--- src/rtl/seq_sub_pkg.sv ---
// Shared constants and state encoding for the sliced sequential subtractor.
package seq_sub_pkg;

   localparam int unsigned WIDTH  = 32;
   localparam int unsigned SLICE  = 8;
   localparam int unsigned NSLICE = WIDTH / SLICE;
   localparam int unsigned IDX_W  = (NSLICE > 1) ? $clog2(NSLICE) : 1;

   typedef enum logic [1:0] {
      StIdle = 2'd0,
      StRun  = 2'd1,
      StDone = 2'd2
   } state_e;

endpackage

--- src/rtl/sub_slice8.sv ---
// 8-bit subtract slice: d = x - y - borrow, done as x + ~y + ~borrow.
module sub_slice8 (
   input  logic [7:0] x_i,
   input  logic [7:0] y_i,
   input  logic       borrow_i,
   output logic [7:0] d_o,
   output logic       borrow_o
);

   logic [8:0] sum;

   assign sum      = {1'b0, x_i} + {1'b0, ~y_i} + {8'd0, ~borrow_i};
   assign d_o      = sum[7:0];
   assign borrow_o = ~sum[8];

endmodule

--- src/rtl/seq_subtractor32.sv ---
// Multi-cycle subtractor: diff = a - b - bin, one SLICE-bit slice per clock, LSB slice first.
module seq_subtractor32
   import seq_sub_pkg::*;
(
   input  logic             clk,
   input  logic             rst,
   input  logic             start_i,
   input  logic [WIDTH-1:0] a_i,
   input  logic [WIDTH-1:0] b_i,
   input  logic             bin_i,
   output logic             busy_o,
   output logic             done_o,
   output logic [WIDTH-1:0] diff_o,
   output logic             bout_o,
   output logic             ovf_o
);

   state_e           state_q;
   logic [IDX_W-1:0] idx_q;
   logic [WIDTH-1:0] a_q, b_q, acc_q, diff_q;
   logic             borrow_q, a_msb_q, b_msb_q, bout_q, ovf_q;

   logic [SLICE-1:0] slice_d;
   logic             slice_bout;
   logic [WIDTH-1:0] diff_next;

   // Operands shift right each cycle so the active slice is always the low byte.
   sub_slice8 u_slice (
      .x_i      (a_q[SLICE-1:0]),
      .y_i      (b_q[SLICE-1:0]),
      .borrow_i (borrow_q),
      .d_o      (slice_d),
      .borrow_o (slice_bout)
   );

   assign diff_next = {slice_d, acc_q[WIDTH-1:SLICE]};

   always_ff @(posedge clk) begin
      if (rst) begin
         state_q  <= StIdle;
         idx_q    <= '0;
         a_q      <= '0;
         b_q      <= '0;
         acc_q    <= '0;
         borrow_q <= 1'b0;
         a_msb_q  <= 1'b0;
         b_msb_q  <= 1'b0;
         diff_q   <= '0;
         bout_q   <= 1'b0;
         ovf_q    <= 1'b0;
      end else begin
         unique case (state_q)
            StIdle, StDone: begin
               if (start_i) begin
                  state_q  <= StRun;
                  idx_q    <= '0;
                  a_q      <= a_i;
                  b_q      <= b_i;
                  acc_q    <= '0;
                  borrow_q <= bin_i;
                  a_msb_q  <= a_i[WIDTH-1];
                  b_msb_q  <= b_i[WIDTH-1];
               end else begin
                  state_q <= StIdle;
               end
            end
            StRun: begin
               a_q      <= a_q >> SLICE;
               b_q      <= b_q >> SLICE;
               acc_q    <= diff_next;
               borrow_q <= slice_bout;
               idx_q    <= idx_q + 1'b1;
               if (idx_q == IDX_W'(NSLICE - 1)) begin
                  state_q <= StDone;
                  diff_q  <= diff_next;
                  bout_q  <= slice_bout;
                  ovf_q   <= (a_msb_q != b_msb_q) && (diff_next[WIDTH-1] != a_msb_q);
               end
            end
            default: state_q <= StIdle;
         endcase
      end
   end

   assign busy_o = (state_q == StRun);
   assign done_o = (state_q == StDone);
   assign diff_o = diff_q;
   assign bout_o = bout_q;
   assign ovf_o  = ovf_q;

endmodule

--- config.mk ---
export PLATFORM = sky130hd
export DESIGN_NAME = seq_subtractor32
export DESIGN_NICKNAME = d
export VERILOG_FILES = /design/src/rtl/seq_sub_pkg.sv /design/src/rtl/sub_slice8.sv /design/src/rtl/seq_subtractor32.sv
export SDC_FILE = /design/constraint.sdc
export NUM_CORES = 1
export LEC_CHECK = 0
export BUFFER_PORTS_ARGS = -buffer_cell sky130_fd_sc_hd__buf_2
export CORE_MARGIN = 5
export CORE_UTILIZATION = 38
export CTS_BUF_LIST = sky130_fd_sc_hd__clkbuf_2 sky130_fd_sc_hd__clkbuf_4 sky130_fd_sc_hd__clkbuf_8
export DETAILED_ROUTE_END_ITERATION = 7
export PLACE_DENSITY = 0.56
export SLEW_MARGIN = 20
export SYNTH_ARGS = -nofsm -noshare
export SYNTH_HDL_FRONTEND = slang
export SYNTH_SLANG_ARGS = --single-unit
--- constraint.sdc ---
create_clock -name clk -period 2.5 [get_ports clk]
set_input_delay 0.375 -clock clk [delete_from_list [all_inputs] [get_ports clk]]
set_output_delay 0.375 -clock clk [all_outputs]
set_load 0.1 [all_outputs]
==> results of run 1 <==
## synth_stat cells
| cell | instances |
|---|---|
| o21ai_1 | 2 |
| a221oi_1 | 1 |
| or4_1 | 1 |
| a32oi_1 | 1 |
| a211o_2 | 1 |
| o211ai_1 | 1 |
| nor3_1 | 1 |
| a22oi_1 | 35 |
| a21oi_1 | 40 |
| nor3b_1 | 1 |
| mux2i_1 | 1 |
| and2_1 | 1 |
| buf_2 | 1 |
| a2111oi_0 | 1 |
| o41ai_1 | 1 |
| clkbuf_1 | 47 |
| nand2_1 | 163 |
| a31o_2 | 1 |
| a211o_1 | 1 |
| dfxtp_1 | 129 |
| a211oi_1 | 4 |
| fa_1 | 2 |
| o21ai_0 | 6 |
| a211oi_2 | 1 |
| nor2_1 | 102 |
| nor2b_1 | 4 |
| inv_1 | 14 |
| a311oi_1 | 50 |
| a21boi_0 | 1 |
| nand3b_1 | 1 |
| a21o_2 | 1 |
| or3_1 | 2 |
| a21o_1 | 1 |
| xor2_1 | 2 |
| a31oi_1 | 2 |
| buf_1 | 5 |
| ha_1 | 8 |
| nand4b_1 | 1 |
| nand2b_1 | 5 |
| a21oi_2 | 1 |
| nand3_1 | 2 |
## through the flow
step / setup WS, ps / util [%] / total power (W)
after global routing: 69.8 / 47.4 / 0.00500
after detailed placement: 228 / 44.4 / 0.00302
after CTS: 202 / 47.3 / 0.00480
after floorplan: 253 / - / 0.00278
final: 239 / 47.4 / 0.00474
after global placement: 260 / 44.4 / 0.00300
## worst paths after layout
| check | to | slack (ps) | cells after the start |
|---|---|---|---|
| setup / recovery | ovf_o$_SDFFE_PP0P_ | 240 | 7 |
| hold / removal | a_q[28]$_SDFFE_PP0P_ | 180 | 3 |
| setup reg to reg | ovf_o$_SDFFE_PP0P_ | 240 | 7 |
| hold reg to reg | diff_o[17]$_SDFFE_PP0P_ | 450 | 2 |
## flip-flops by register name, indices dropped and copies added (netlist names)
register	cells
b_q	32
ovf_o	1
borrow_q	1
b_msb_q	1
bout_o	1
state_q	2
acc_q	24
a_msb_q	1
a_q	32
diff_o	32
idx_q	2
## power by group
part	switching (W)	internal, W	total [W]
clock	0.000869	0.000909	0.00178
sequential	0.0000758	0.00217	0.00225
combinational	0.000438	0.000281	0.000718
total	0.00138	0.00336	0.00474
## layer usage
| layer | vias up | track usage (%) | part of all wire [%] |
|---|---|---|---|
| met1 | 2178 | 23.8 | 47 |
| met5 | - | 0 | 0.12 |
| met4 | 2 | 5.74 | 1.3 |
| met3 | 18 | 5.01 | 5.7 |
| li1 | 2385 | - | - |
| met2 | 110 | 27.2 | 46 |
## worst max-delay path: cells and delay by family, from the launching register on
family	cells	cell delay [ps]
flops	1	330
simple gates	2	690
compound gates	2	510
buf+inv	1	60
fa+ha+maj	1	450
mux	1	160
## final cells by class
cell class / instances / share of cell area (%)
Sequential cell: 129 / 40.9
Multi-Input combinational cell: 449 / 38.1
Timing Repair Buffer: 115 / 10.5
Clock buffer: 18 / 3.82
Tap cell: 176 / 3.48
Clock inverter: 14 / 2.45
Inverter: 14 / 0.831
## repair_timing
action                                  CTS  global route
hold buffers                              0             0
endpoints found under the setup margin    0             1
gates resized for setup                   0             1
## cell families (layout without fill, tap and decap cells)
group                    after synthesis  count (layout)  synth area share (%)
adder cells (fa/ha/maj)               10              10                  2.69
flip-flops                           129             129                  49.5
AO/OA/AOI/OAI                        152             152                  21.1
XOR/XNOR                               2               2                 0.336
AND/OR/NAND/NOR                      284             284                  21.4
buffers and inverters                 67             161                  4.84
multiplexers                           1               1                 0.192
==> flow_metrics.env, run 1 <==
export IMPL_synth_top_cell_area_share_pct=49.5
export IMPL_grt_pass1_wl_um=23000
export IMPL_status="complete, no violations"
export IMPL_fin_crit_ps=2260
export IMPL_max_slew_margin_pct=34.9
export IMPL_p_per_area_nw_per_um2=751
export IMPL_initial_core_util_pct=39.1
export IMPL_yosys_warnings=0
export IMPL_cp_start_kind="flip-flop"
export IMPL_diodes=0
export IMPL_clock_sinks=129
export IMPL_arrival_ps=2630
export IMPL_cp_slowest_cell="or4_1"
export IMPL_crit_path_end_kind="flip-flop"
export IMPL_syn_avg_cell_area_um2=8.09
export IMPL_seq_area_um2=2580
export IMPL_max_slew_worst_pin_slew_ps=976
export IMPL_multi_input_area_um2=2410
export IMPL_finClkSkew_ps=15.1
export IMPL_nets=804
export IMPL_finalHoldViolCount=0
export IMPL_io_buffers=103
export IMPL_final_common_cell="nand2_1"
export IMPL_cp_max_fo=4
export IMPL_finalSetupViolations=0
export IMPL_p_leak_nw=2.57
export IMPL_crit_start="a_q[0]$_SDFFE_PP0P_"
export IMPL_h_tree_depth=4
export IMPL_dp_cells=883
export IMPL_grt_pass1_vias=4657
export IMPL_post_cts_setup_buffers=0
export IMPL_clkSlewWorstSetupHoldPaths_ps=80
export IMPL_r2r_start="a_q[0]$_SDFFE_PP0P_"
export IMPL_ir_drop_mv=0.308
export IMPL_cap_violations=0
export IMPL_rsz0062_at_grt="no"
export IMPL_slowest_delay_ps=480
export IMPL_area_delta_synth_final_pct=21.2
export IMPL_critPathRequiredTime_ps=2860
export IMPL_path_class="reg2reg"
export IMPL_coreArea_um2=13300
export IMPL_ys_seq_area_share_pct=49.5
export IMPL_n_fill_cell=1394
export IMPL_yosys_area_top_type="dfxtp_1"
export IMPL_die_h_um=127
export IMPL_drt_initial_drc_count=287
export IMPL_wirelength_um=13800
export IMPL_grt_overflow=0
export IMPL_place_area_um2=5920
export IMPL_syn_nets=723
export IMPL_ys_types=41
export IMPL_grtUsageTotal_pct=17.6
export IMPL_final_cell_mix="163 x nand2_1, 129 x dfxtp_1, 101 x nor2_1, 101 x buf_2, 50 x a311oi_1"
export IMPL_die_width_um=127
export IMPL_cts_tree="built"
export IMPL_hold_start="a_i[28]"
export IMPL_rows=42
export IMPL_hold_class="in2reg"
export IMPL_ios=104
export IMPL_syn_inst=645
export IMPL_slew_violations=0
export IMPL_dpl_hpwl_um=9570
export IMPL_clock_root_buffer="clkbuf_8"
export IMPL_numCtsBuffers=17
export IMPL_tns_ps=0
export IMPL_clock_latency_ps=450
export IMPL_final_cells=915
export IMPL_crit_chain="inv_1, fa_1, nand2b_1, a211oi_2, mux2i_1, or4_1, a311oi_1"
export IMPL_hold_ws_ps=181
export IMPL_die_area_um2=16200
export IMPL_grt_max_degree=102
export IMPL_final_antenna_net_count=0
export IMPL_place_gp_congestion=0.808
export IMPL_drive_gt1_share_pct=21.1
export IMPL_ys_top_cells_by_area="dfxtp_1 49%, nand2_1 12%, a311oi_1 8.4%"
export IMPL_route_detailed_drc=0
export IMPL_clock_path_buffers=2
export IMPL_synth_ff_latch_count=129
export IMPL_synthesis_area_um2=5220
export IMPL_antenna_found_initial=1
export IMPL_fmax_mhz=442
export IMPL_vias=4693
export IMPL_via_per_inst=5.13
export IMPL_period_share_pct=90.4
export IMPL_wl_per_cell_um=15.1
export IMPL_drtPass1Iterations=4
export IMPL_final_area_um2=6320
(Power assumes the default switching activity.)
==> run 2: changes to the inputs <==
PLACE_DENSITY = 0.66   (was 0.56)
==> run 2 against run 1 <==
Effect of this change:
- non-clock buffer count fell by 2
- worst hold slack improved by 4.1 ps
- sequential power barely moved
- flip-flop and latch count stayed put
- critical endpoint unchanged
- largest power group unchanged
==> flow_metrics.env, run 2 (synthesis results as in run 1) <==
export IMPL_p_leak_nw=2.58
export IMPL_final_core_util_pct=47.6
export IMPL_r2r_slack_ps=200
export IMPL_vias=4681
export IMPL_status="complete, no violations"
export IMPL_slew_violations=0
export IMPL_grt_overflow=0
export IMPL_top_usage_layer="met2"
export IMPL_grtUsageTotal_pct=16.6
export IMPL_grtUsageMet2_pct=25.8
export IMPL_die_area_um2=16200
export IMPL_min_to="a_q[25]$_SDFFE_PP0P_"
export IMPL_finClkSkew_ps=9.48
export IMPL_final_antenna_net_count=0
export IMPL_grt_pass1_wl_um=21900
export IMPL_clkSlewWorstSetupHoldPaths_ps=70
export IMPL_die_width_um=127
export IMPL_p_per_area_nw_per_um2=779
export IMPL_numCtsBuffers=17
export IMPL_max_slew_worst_pin_slew_ps=973
export IMPL_place_area_um2=5900
export IMPL_crit_path_end_kind="flip-flop"
export IMPL_wirelength_um=13400
export IMPL_crit_start="a_q[0]$_SDFFE_PP0P_"
export IMPL_wl_per_cell_um=14.7
export IMPL_grt_max_degree=102
export IMPL_dpl_hpwl_um=9410
export IMPL_diodes=0
export IMPL_tns_ps=0
export IMPL_cts_tree="built"
export IMPL_final_area_um2=6350
export IMPL_drtPass1Iterations=4
export IMPL_antenna_found_initial=0
export IMPL_pre_cts_slack_ps=231
export IMPL_grtUsageMet1_pct=22.2
export IMPL_cp_max_fo=4
export IMPL_drt_initial_drc_count=298
export IMPL_r2r_cells=7
export IMPL_nets=802
export IMPL_intPower_w=0.00363
export IMPL_seqPwrFrac_pct=45.4
export IMPL_finalHoldViolCount=0
export IMPL_die_h_um=127
export IMPL_r2r_start="a_q[0]$_SDFFE_PP0P_"
export IMPL_whs_path_depth=3
export IMPL_setup_ws_ps=204
export IMPL_comb_power_share_pct=14.3
export IMPL_clock_sinks=129
export IMPL_io_buffers=103
export IMPL_arrival_ps=2640
export IMPL_ir_drop_mv=0.482
export IMPL_ios=104
export IMPL_max_slew_margin_pct=35.1
export IMPL_critPathRequiredTime_ps=2850
export IMPL_grtUsageMet3_pct=4.97
export IMPL_place_gp_congestion=0.826
export IMPL_rsz0062_at_grt="no"
export IMPL_clock_root_buffer="clkbuf_8"
export IMPL_finalSetupViolations=0
export IMPL_grt_pass1_vias=4524
export IMPL_final_cell_mix="163 x nand2_1, 129 x dfxtp_1, 101 x nor2_1, 101 x buf_2, 50 x a311oi_1"
export IMPL_route_detailed_drc=0
export IMPL_post_cts_setup_buffers=0
export IMPL_reg2reg_to="ovf_o$_SDFFE_PP0P_"
export IMPL_area_delta_synth_final_pct=21.8
export IMPL_via_per_inst=5.13
export IMPL_coreArea_um2=13300
export IMPL_fmax_mhz=436
export IMPL_initial_core_util_pct=39.1
export IMPL_p_switching_w=0.00132
export IMPL_cp_start_kind="flip-flop"
export IMPL_final_cells=913
export IMPL_hold_start="a_i[25]"
export IMPL_cts_resized=0
export IMPL_hold_buffers=0
export IMPL_hold_class="in2reg"
export IMPL_period_share_pct=91.8
export IMPL_path_class="reg2reg"
export IMPL_h_tree_depth=4
export IMPL_clock_power_share_pct=40.3
export IMPL_clock_path_buffers=2
export IMPL_drive_gt1_share_pct=20.9
export IMPL_swShare_pct=26.8
export IMPL_clock_latency_ps=440
export IMPL_rows=42
export IMPL_dp_cells=881
export IMPL_fin_crit_ps=2300
export IMPL_final_common_cell="nand2_1"
export IMPL_cap_violations=0
## run 2: changes by cell type in the layout (fill, tap and decap cells not counted), sizes merged
cell	previous run	this run
inv	18	14
bufinv	2	5
clkinvlp	2	5
buf	115	113
clkbuf	18	17
clkinv	6	5
## run 2: per-layer routing
metal	part of all wire, %	vias to the layer above	wire (um)
met5	0	-	0
met3	6.8	12	908
met2	46	109	6130
met4	1.2	0	164
met1	46	2179	6200
li1	-	2381	-
## run 2: per-stage QoR
stage               hold WS, ps  total power [W]
floorplan                   432          0.00278
global placement            441          0.00298
detailed placement          447          0.00300
CTS                         153          0.00500
global route                170          0.00518
finish                      185          0.00495
## run 2: worst max-delay path by stage
stage,depth (start not counted),slack (ps),endpoint
floorplan,6,250,acc_q[31]$_SDFFE_PP0P_
global placement,7,320,ovf_o$_SDFFE_PP0P_
detailed placement,7,230,ovf_o$_SDFFE_PP0P_
CTS,7,220,ovf_o$_SDFFE_PP0P_
global route,9,20,acc_q[30]$_SDFFE_PP0P_
finish,7,200,ovf_o$_SDFFE_PP0P_
## run 2: layout make-up
cell class	count	area (um2)
tap	176	220
clock inverter	15	216
fill	1317	6990
inverter	14	52.6
sequential	129	2580
clock buffer	17	234
timing repair buffer	113	646
multi-input combinational	449	2400
## run 2: power groups by stage
stage          clock network, W  registers, W  logic [W]
2_1_floorplan                 0       0.00227   0.000506
3_3_place_gp                  0       0.00229   0.000687
3_5_place_dp                  0       0.00230   0.000701
4_1_cts                 0.00204       0.00225   0.000704
5_1_grt                 0.00213       0.00226   0.000787
6_report                0.00199       0.00225   0.000706
## run 2: critical path: stages, from the launching register on
cell      delay, ps
dfxtp_1         330
inv_1            60
fa_1            430
nand2b_1        200
a211oi_2        260
mux2i_1         170
or4_1           480
a311oi_1        270
